`src/rtl/reg_transfer_unit.sv`:
```
// reg_transfer_unit: eight-register bank with MOV/SWAP/LOAD/CLR transfer sequencer driving an external bus mux
module reg_transfer_unit #(
  parameter int WIDTH = 16,
  parameter logic [WIDTH-1:0] RESET_VAL = '0
) (
  input  logic             clk,
  input  logic             rst,
  input  logic             start,
  input  logic [1:0]       op,
  input  logic [2:0]       src_sel,
  input  logic [2:0]       dst_sel,
  input  logic [WIDTH-1:0] ext_data,
  input  logic [WIDTH-1:0] Bus,
  output logic [2:0]       Src,
  output logic [WIDTH-1:0] reg_Out1,
  output logic [WIDTH-1:0] reg_Out2,
  output logic [WIDTH-1:0] reg_Out3,
  output logic [WIDTH-1:0] reg_Out4,
  output logic [WIDTH-1:0] reg_Out5,
  output logic [WIDTH-1:0] reg_Out6,
  output logic [WIDTH-1:0] reg_Out7,
  output logic [WIDTH-1:0] reg_Out8,
  output logic             busy,
  output logic             done
);
  typedef enum logic [2:0] {IDLE, MOVE, SWAP1, SWAP2, SWAP3, EXEC, DONE} state_t;
  state_t state, state_nx;
  logic [WIDTH-1:0] r [8];
  logic [WIDTH-1:0] tmp, data_q, wd;
  logic [1:0] op_q;
  logic [2:0] src_q, dst_q, src_nx, wa;
  logic we;
  always_comb begin
    state_nx = state;
    src_nx = 3'd0;
    we = 1'b0;
    wa = dst_q;
    wd = Bus;
    case (state)
      IDLE: if (start) begin
        state_nx = op == 2'b00 ? MOVE : op == 2'b01 ? SWAP1 : EXEC;
        src_nx = op[1] ? 3'd0 : src_sel;
      end
      MOVE: begin
        we = 1'b1;
        state_nx = DONE;
      end
      SWAP1: begin
        src_nx = dst_q;
        state_nx = SWAP2;
      end
      SWAP2: begin
        we = 1'b1;
        wa = src_q;
        state_nx = SWAP3;
      end
      SWAP3: begin
        we = 1'b1;
        wd = tmp;
        state_nx = DONE;
      end
      EXEC: begin
        we = 1'b1;
        wd = op_q == 2'b10 ? data_q : '0;
        state_nx = DONE;
      end
      DONE: state_nx = IDLE;
      default: state_nx = IDLE;
    endcase
  end
  always_ff @(posedge clk or posedge rst) begin
    if (rst) begin
      state <= IDLE;
      Src <= 3'd0;
      tmp <= RESET_VAL;
      data_q <= RESET_VAL;
      op_q <= 2'b00;
      src_q <= 3'd0;
      dst_q <= 3'd0;
      for (int i = 0; i < 8; i++) r[i] <= RESET_VAL;
    end else begin
      state <= state_nx;
      Src <= src_nx;
      if (state == IDLE && start) begin
        op_q <= op;
        src_q <= src_sel;
        dst_q <= dst_sel;
        data_q <= ext_data;
      end
      if (state == SWAP1) tmp <= Bus;
      if (we) r[wa] <= wd;
    end
  end
  assign busy = state != IDLE;
  assign done = state == DONE;
  assign reg_Out1 = r[0];
  assign reg_Out2 = r[1];
  assign reg_Out3 = r[2];
  assign reg_Out4 = r[3];
  assign reg_Out5 = r[4];
  assign reg_Out6 = r[5];
  assign reg_Out7 = r[6];
  assign reg_Out8 = r[7];
endmodule

```
`config.mk`:
```
export PLATFORM = sky130hd
export DESIGN_NAME = reg_transfer_unit
export DESIGN_NICKNAME = d
export VERILOG_FILES = /design/src/rtl/reg_transfer_unit.sv
export SDC_FILE = /design/constraint.sdc
export NUM_CORES = 1
export LEC_CHECK = 0
export ABC_AREA = 1
export CORE_MARGIN = 5
export CORE_UTILIZATION = 30
export DETAILED_ROUTE_END_ITERATION = 16
export PLACE_DENSITY = 0.62
export SYNTH_ARGS = -nofsm -noshare
export SYNTH_HDL_FRONTEND = slang
export SYNTH_SLANG_ARGS = --single-unit
```
`constraint.sdc`:
```
create_clock -name clk -period 15.45 [get_ports clk]
set_input_delay 3.09 -clock clk [delete_from_list [all_inputs] [get_ports clk]]
set_output_delay 3.09 -clock clk [all_outputs]
set_load 0.02 [all_outputs]
```
==> summary by stage, run 1 <==
Layout
The proportion of layout cells with a drive suffix above 1 is 5.84%. The post-layout instance area is 0.00988 sq mm. The net count of the finished layout is 1074. The repair_antennas step left the layout with diodes totalling 0. The filler cells instantiated in the layout total 2404. The layout overhead on the synthesized area is 34.6%.

Route
The vias per cell is 4.69. Signal routing reaches up to met4. The number of vias after detailed routing is 6414.

Detailed routing placed a total of 1350 microns of wire on met3. After detailed routing, the wire length on met1 is 10900 microns. The total routed wirelength is 23900 microns. In the detailed route, the total length drawn on met2 is 11000 microns. The first detailed-routing pass took 5 iterations. The average detailed-routed wire length per instance is 17.5 microns.

The post-detailed-route count of antenna-violating nets is 0. For this block, the initial DRC count from the detailed router was 647. The residual DRC count is 0.

STA
The share of the cycle needed by the critical path after routing is 32.3%. The final number of setup-violating endpoints is 0. For the final routed database, the setup TNS stands at 0 ns.

The final clock skew is 0.0101 ns. The number of max-slew violations in the final report is 0. The final critical delay including setup and external delays is 4.99 ns. The transition time of the tightest slew-check pin is 0.969 ns. Headroom to the max-slew limit came out at 35.4%. The total count of hold-check failures in the final report is 0. Setup repair after global routing left no endpoint under its margin. For this run, the top clock speed supported by timing is 0.201 GHz.

Die
The floorplan step defined a die boundary enclosing 0.0277 sq mm. The die outline height is 166 microns. 176 I/O pins were placed. The cell row count is 57. Once the floorplan was initialized, standard cells occupied 30.4% of the core. In this run the horizontal extent of the chip is 166 microns. The core box area is 0.0242 sq mm.

Logic synthesis
After synthesis, the share of flip-flops with an asynchronous set or reset is 100%. Synthesis inferred 174 register bits. The most repeated cell in the gate-level netlist after synthesis is sky130_fd_sc_hd__nand2_1. In this run the biggest area consumer among cell types represents 59.3% of the synthesized area. For this run, the number of Yosys warnings is 0. The cell area that synthesis handed to floorplanning was 0.00734 sq mm. The number of distinct library cell variants in the gate-level netlist after synthesis is 22.

Dividing the synthesized area by the synthesized cell count gives 8.40 sq um. Sequential elements use 59.3% of the synthesized area. By count the netlist is led by sky130_fd_sc_hd__nand2_1, sky130_fd_sc_hd__dfrtp_1, sky130_fd_sc_hd__nand3_1. The most used flip-flop cell after synthesis is sky130_fd_sc_hd__dfrtp_1. Sorting the synthesized cells by area gives the leading types as sky130_fd_sc_hd__dfrtp_1, sky130_fd_sc_hd__nand2_1, sky130_fd_sc_hd__nand3_1. Counting every net in the synthesized netlist gives 917. The number of standard cells after synthesis is 874. The count of flip-flops with a built-in enable after synthesis is 0. The biggest area consumer among synthesized cells is sky130_fd_sc_hd__dfrtp_1.

Worst setup path
Data arrives at the worst endpoint at 1.90 ns. The setup slack of the most critical reg-to-reg path is 12.64 ns. The path type of the worst setup path is register to output port. For this design, the slowest cell found on the critical path is sky130_fd_sc_hd__clkdlybuf4s50_1.

The signal on the critical path passes through inv_2 > nor3_1 > clkdlybuf4s50_1. The critical path launch point type is a register. The kind of end point of the critical path is an output port. The data required time of the worst path is 12.36 ns. Of all nets on the critical path, the largest fanout is 9. The largest stage delay on the critical path is 0.64 ns.

Status
The run finished with clean final reports.

Run
Max-cap violations in this run came to 0.

Clock tree
The tree is rooted in a sky130_fd_sc_hd__clkbuf_16. The number of cells upsized or downsized after cts is 0. TritonCTS built the clock tree. Once the clock tree was built, the setup fixing pass inserted 0 buffers.

The source-to-sink clock delay at the later pin of the worst-skew pair is 0.43 ns. CTS built an H-tree with a depth of 4. The clock net in this run drives a total of 174 sinks. TritonCTS created 17 clock buffers.

The clock passes through at most 2 buffers. Clock-pin slew was measured on the worst setup and hold paths at 0.06 ns. The hold buffer count at CTS is 0.

Placed design
The final estimated routing congestion in global placement is 0.794. The post-DP HPWL is 15500 microns. The count of input and output buffers is 175. The total placed instance area is 0.00932 sq mm.

Global route
The number of antenna violations at the first check in global routing is 0. The total overflow left after global routing is 0. The first global-routing pass estimated 36800 microns of wire. The via count of the first global-routing pass came to 6168. In the global route stage, overall resource usage came out at 17.1%.

The maximum number of pins on one net before global-route repair is 104.

Min path
In this run the worst hold path is classified as register to register.

Power and ir drop
In this run the power density over the cells is 254 mW/mm^2. Across the VDD grid, the largest voltage drop is 101 uV. Summed over all cells, the static leakage comes to 4.81 nW.
-- report_power, final --
group / internal, mW / switching [mW]
Combinational: 0.455 / 0.808
Clock: 0.231 / 0.181
Sequential: 0.682 / 0.148
Total: 1.37 / 1.14
-- state kept, by name, indices dropped and copies added, names as in the netlist, 16 cells and up --
signal,cells
data_q,16
reg_Out4,16
reg_Out1,16
reg_Out8,16
tmp,16
reg_Out6,16
reg_Out2,16
reg_Out5,16
reg_Out3,16
reg_Out7,16
-- final timing paths --
path | cells past startpoint | start | to
worst max-delay path | 3 | state[1] | done
worst min-delay path | 2 | reg_Out7[5] | reg_Out7[5]
worst max register to register | 8 | state[1] | reg_Out1[1]
worst min register to register | 2 | reg_Out7[5] | reg_Out7[5]
max in group asynchronous | 3 | rst | reg_Out4[9]
min in group asynchronous | 2 | rst | Src[0]
-- final cells by class --
cell class                 instances  area, sq um  area share [%]
clock buffer                      23          468            4.74
clock inverter                     9         87.6           0.887
inverter                          35          138            1.39
multi-input combinational        621         2620            26.5
sequential                       174         4350            44.1
tap                              324          405            4.10
timing repair buffer             182         1800            18.3
-- critical path, delay by kind of cell, from the launching register on --
kind          cells  cell delay, ns
buf+inv           2            0.74
flops             1            0.53
simple gates      1            0.19
-- layout by cell type, fill, tap and decap left out --
| cell type | count |
|---|---|
| sky130_fd_sc_hd__a21oi_1 | 1 |
| sky130_fd_sc_hd__buf_4 | 7 |
| sky130_fd_sc_hd__bufinv_16 | 1 |
| sky130_fd_sc_hd__clkbuf_1 | 4 |
| sky130_fd_sc_hd__clkbuf_16 | 17 |
| sky130_fd_sc_hd__clkbuf_8 | 2 |
| sky130_fd_sc_hd__clkdlybuf4s50_1 | 175 |
| sky130_fd_sc_hd__clkinv_2 | 4 |
| sky130_fd_sc_hd__clkinv_4 | 4 |
| sky130_fd_sc_hd__clkinvlp_4 | 1 |
| sky130_fd_sc_hd__dfrtp_1 | 174 |
| sky130_fd_sc_hd__inv_1 | 29 |
| sky130_fd_sc_hd__inv_2 | 4 |
| sky130_fd_sc_hd__inv_6 | 1 |
| sky130_fd_sc_hd__nand2_1 | 421 |
| sky130_fd_sc_hd__nand2_2 | 6 |
| sky130_fd_sc_hd__nand3_1 | 126 |
| sky130_fd_sc_hd__nand3_2 | 4 |
| sky130_fd_sc_hd__nand4_1 | 3 |
| sky130_fd_sc_hd__nor2_1 | 21 |
| sky130_fd_sc_hd__nor2_2 | 6 |
| sky130_fd_sc_hd__nor2_4 | 3 |
| sky130_fd_sc_hd__nor3_1 | 1 |
| sky130_fd_sc_hd__o21a_1 | 1 |
| sky130_fd_sc_hd__o21ai_0 | 24 |
| sky130_fd_sc_hd__o21ai_2 | 1 |
| sky130_fd_sc_hd__o22ai_1 | 3 |
-- logic make-up (layout without fill, tap and decap cells) --
group / after synthesis / after routing / synth area share [%]
AND/OR/NAND/NOR: 591 / 591 / 33.5
AO/OA/AOI/OAI: 30 / 30 / 2.18
buffers and inverters: 79 / 249 / 5.01
flip-flops: 174 / 174 / 59.3
-- metrics by stage --
step | hold slack, ns | setup slack, ns | std cells | power (mW) | utilization, %
2_1_floorplan | 0.449 | 7.64 | 874 | 1.53 | -
3_3_place_gp | 0.454 | 10.16 | 1336 | 2.10 | 38.6
3_5_place_dp | 0.460 | 10.12 | 1336 | 2.11 | 38.6
4_1_cts | 0.476 | 10.44 | 1368 | 2.53 | 40.9
5_1_grt | 0.493 | 10.32 | 1368 | 2.68 | 40.9
6_report | 0.469 | 10.46 | 1368 | 2.51 | 40.9
-- metal layers --
layer  GRT usage (%)  vias up
li1                -     3068
met1            23.5     3066
met2            26.8      246
met3            3.86       34
met4            6.12        0
met5               0        -
(Power assumes the default switching activity.)
==> inputs of run 2 (changes only) <==
--- a/config.mk
+++ b/config.mk
@@ -9,7 +9,7 @@
 export CORE_MARGIN = 5
 export CORE_UTILIZATION = 30
 export DETAILED_ROUTE_END_ITERATION = 16
-export PLACE_DENSITY = 0.62
+export PLACE_DENSITY = 0.64
 export SYNTH_ARGS = -nofsm -noshare
 export SYNTH_HDL_FRONTEND = slang
 export SYNTH_SLANG_ARGS = --single-unit
==> constraint.sdc (replaced) <==
create_clock -name clk -period 4 [get_ports clk]
set_input_delay 0.8 -clock clk [delete_from_list [all_inputs] [get_ports clk]]
set_output_delay 0.8 -clock clk [all_outputs]
set_load 0.02 [all_outputs]
==> summary by stage, run 2 (synthesis gave the netlist of run 1 again) <==
Route
In this run, the number of DRC markers left after iteration 0 of detailed routing was 774. Dividing the detail-routed via count by the number of cells gives 4.65. The average detailed-routed wire length per instance is 17.8 microns. The final route contains 6364 vias. Before antenna repair, the detailed router went through 5 iterations. In the routed design, unresolved DRC markers number 0. Once detail routing completed, the nets flagged for antenna violations numbered 0. The final layout contains routed wiring with a total length of 24400 microns.

Min path
The worst hold path depth is 2. The endpoint of the worst hold-timing path is reg_Out6[3]. The tightest min-delay check is of the register to register type.

The worst hold path begins at reg_Out6[3].

Worst setup path
The worst register-to-register path begins at state[1]. At the worst endpoint, the required time is 3.20 ns. The length in cells of the worst reg-to-reg path is 8. Of all nets on the critical path, the largest fanout is 9. By startpoint and endpoint, the worst setup path is classified as register to output port. The worst flop-to-flop path endpoint is reg_Out6[11]. The data arrival time at the worst-slack endpoint is 1.92 ns.

STA classifies the critical path endpoint as an output port. The worst setup path is launched from a register. The setup slack of the most critical reg-to-reg path is 1.39 ns.

STA
Between clock sinks in the finished design, the worst skew comes to 0.00971 ns. The number of max-slew violations in the final report is 0. For this run, the top clock speed supported by timing is 0.368 GHz. Setup repair after global routing left no endpoint under its margin. The worst path needs 2.72 ns of the cycle, external delays included. The final number of setup-violating endpoints is 0.

The worst setup slack after layout is 1.28 ns. The summed negative setup slack over all endpoints is 0 ns. The share of the cycle needed by the critical path after routing is 67.9%. At the pin with the least slew margin, the transition time is 0.847 ns.

The total count of hold-check failures in the final report is 0. The max-slew headroom at the worst pin is 43.4%.

Power and ir drop
The net switching share of the total power is 45.1%. The part of the total power dissipated in sequential elements is 32.4%. The portion of total power attributed to combinational logic is 50.2%. The power per standard cell area is 987 mW/mm^2. The switching component of the power is 4.43 mW.

The internal power contribution is 5.39 mW. The worst-case IR drop observed on VDD is 331 uV. The leakage component of the power is 4.84 nW. The clock network accounts for 17.4% of the total power.

Die
The die covers 0.0277 sq mm. For this configuration, the core starts out at a cell density of 30.4%. The I/O pin total is 176. The core box area is 0.0242 sq mm. The cell row count is 57.

The die is 166 microns tall. From left edge to right edge, the die measures 166 microns.

Clock tree
The tree is rooted in a sky130_fd_sc_hd__clkbuf_16. The H-tree was split into 4 levels. The clock tree from TritonCTS is yes. The number of clock buffers added by TritonCTS is 17.

The hold buffer count at CTS is 0. The number of cells upsized or downsized after cts is 0. No sink is reached through more buffers than the 2 on the longest clock path. The number of clock sinks seen by CTS is 174.

The count of buffers added by post-CTS timing repair for setup is 0. At the later pin of the worst-skew pair, clock insertion delay measures 0.43 ns. Clock-pin slew was measured on the worst setup and hold paths at 0.07 ns.

Layout
The proportion of layout cells with a drive suffix above 1 is 6.21%. Leaving out fill and tap cells, the most frequent cell in the layout is sky130_fd_sc_hd__nand2_1. Summing all flip-flop and latch instances after layout gives 0.00435 sq mm.

In the layout the commonest cells are sky130_fd_sc_hd__nand2_1, sky130_fd_sc_hd__clkdlybuf4s50_1, sky130_fd_sc_hd__dfrtp_1. The antenna diode count is 0. The final-stage net count is 1076. The layout overhead on the synthesized area is 35.4%. Counting the fill cells in the layout gives 2397. The multi-input logic area is 0.00262 sq mm.

Placed design
Buffers placed on the I/O ports in this run total 175. The post-DP HPWL is 16000 microns. The post-placement worst setup slack is 1.40 ns. The final estimated routing congestion in global placement is 0.829.

Status
The run finished with clean final reports.

Global route
The first global-routing pass estimated 37400 microns of wire. The via count of the first global-routing pass is 6162. Entering global routing, the biggest net connects 121 pins. The overall fraction of global-route tracks in use is 17.4%. Summed over all layers, the global routing overflow is 0. The number of antenna violations at the first check in global routing was 0.

Run
The number of max-cap violations is 0.
run 2: changes by cell type in the layout (fill, tap and decap cells not counted):
cell,previous run,this run
sky130_fd_sc_hd__buf_4,7,8
sky130_fd_sc_hd__clkbuf_8,2,0
sky130_fd_sc_hd__clkinv_4,4,2
sky130_fd_sc_hd__buf_12,0,1
sky130_fd_sc_hd__clkinv_2,4,5
sky130_fd_sc_hd__bufinv_16,1,3
sky130_fd_sc_hd__clkinvlp_4,1,2
sky130_fd_sc_hd__clkbuf_1,4,2
sky130_fd_sc_hd__inv_6,1,3
run 2: worst max-delay path by stage:
stage / endpoint / cells after the start / from / slack (ns)
2_1_floorplan: Src[0] / 1 / rst / 0.98
3_3_place_gp: reg_Out4[1] / 8 / state[1] / 1.48
3_5_place_dp: reg_Out6[11] / 8 / state[1] / 1.40
4_1_cts: done / 3 / state[1] / 1.22
5_1_grt: done / 3 / state[1] / 1.13
6_report: done / 3 / state[1] / 1.28
run 2: area by class of cell:
| class | instances | area share (%) |
|---|---|---|
| Clock buffer | 19 | 4.35 |
| Timing Repair Buffer | 184 | 18.4 |
| Multi-Input combinational cell | 621 | 26.4 |
| Inverter | 35 | 1.37 |
| Tap cell | 324 | 4.08 |
| Sequential cell | 174 | 43.8 |
| Clock inverter | 13 | 1.62 |
run 2: critical path, stage by stage, from the launching register on:
cell and delay [ns]:
sky130_fd_sc_hd__dfrtp_1 0.51, sky130_fd_sc_hd__inv_2 0.10, sky130_fd_sc_hd__nor3_1 0.23, sky130_fd_sc_hd__clkdlybuf4s50_1 0.64
run 2: power groups by stage:
stage	Clock, mW	Sequential, mW	Combinational [mW]
3_3_place_gp	0	3.19	4.92
2_1_floorplan	0	3.84	2.05
3_5_place_dp	0	3.20	4.97
4_1_cts	1.75	3.18	4.98
6_report	1.71	3.18	4.93
5_1_grt	1.83	3.28	5.35
run 2: routing by layer:
layer | vias to the layer above | global-route usage [%] | routed length (microns)
li1 | 3071 | - | -
met1 | 3025 | 24.4 | 11000
met5 | - | 0 | 0
met2 | 233 | 26.5 | 11100
met4 | 0 | 6.58 | 729
met3 | 35 | 3.65 | 1570
run 2: metrics by stage:
stage	power, mW	hold WS, ns	util [%]	cell area (sq um)	instances
final	9.81	0.468	41.1	9940	1370
after global routing	10.5	0.482	41.1	9940	1370
after detailed placement	8.17	0.457	38.7	9350	1338
after CTS	9.92	0.475	41.1	9940	1370
after global placement	8.11	0.454	38.7	9350	1338
after floorplan	5.90	0.449	-	7350	874
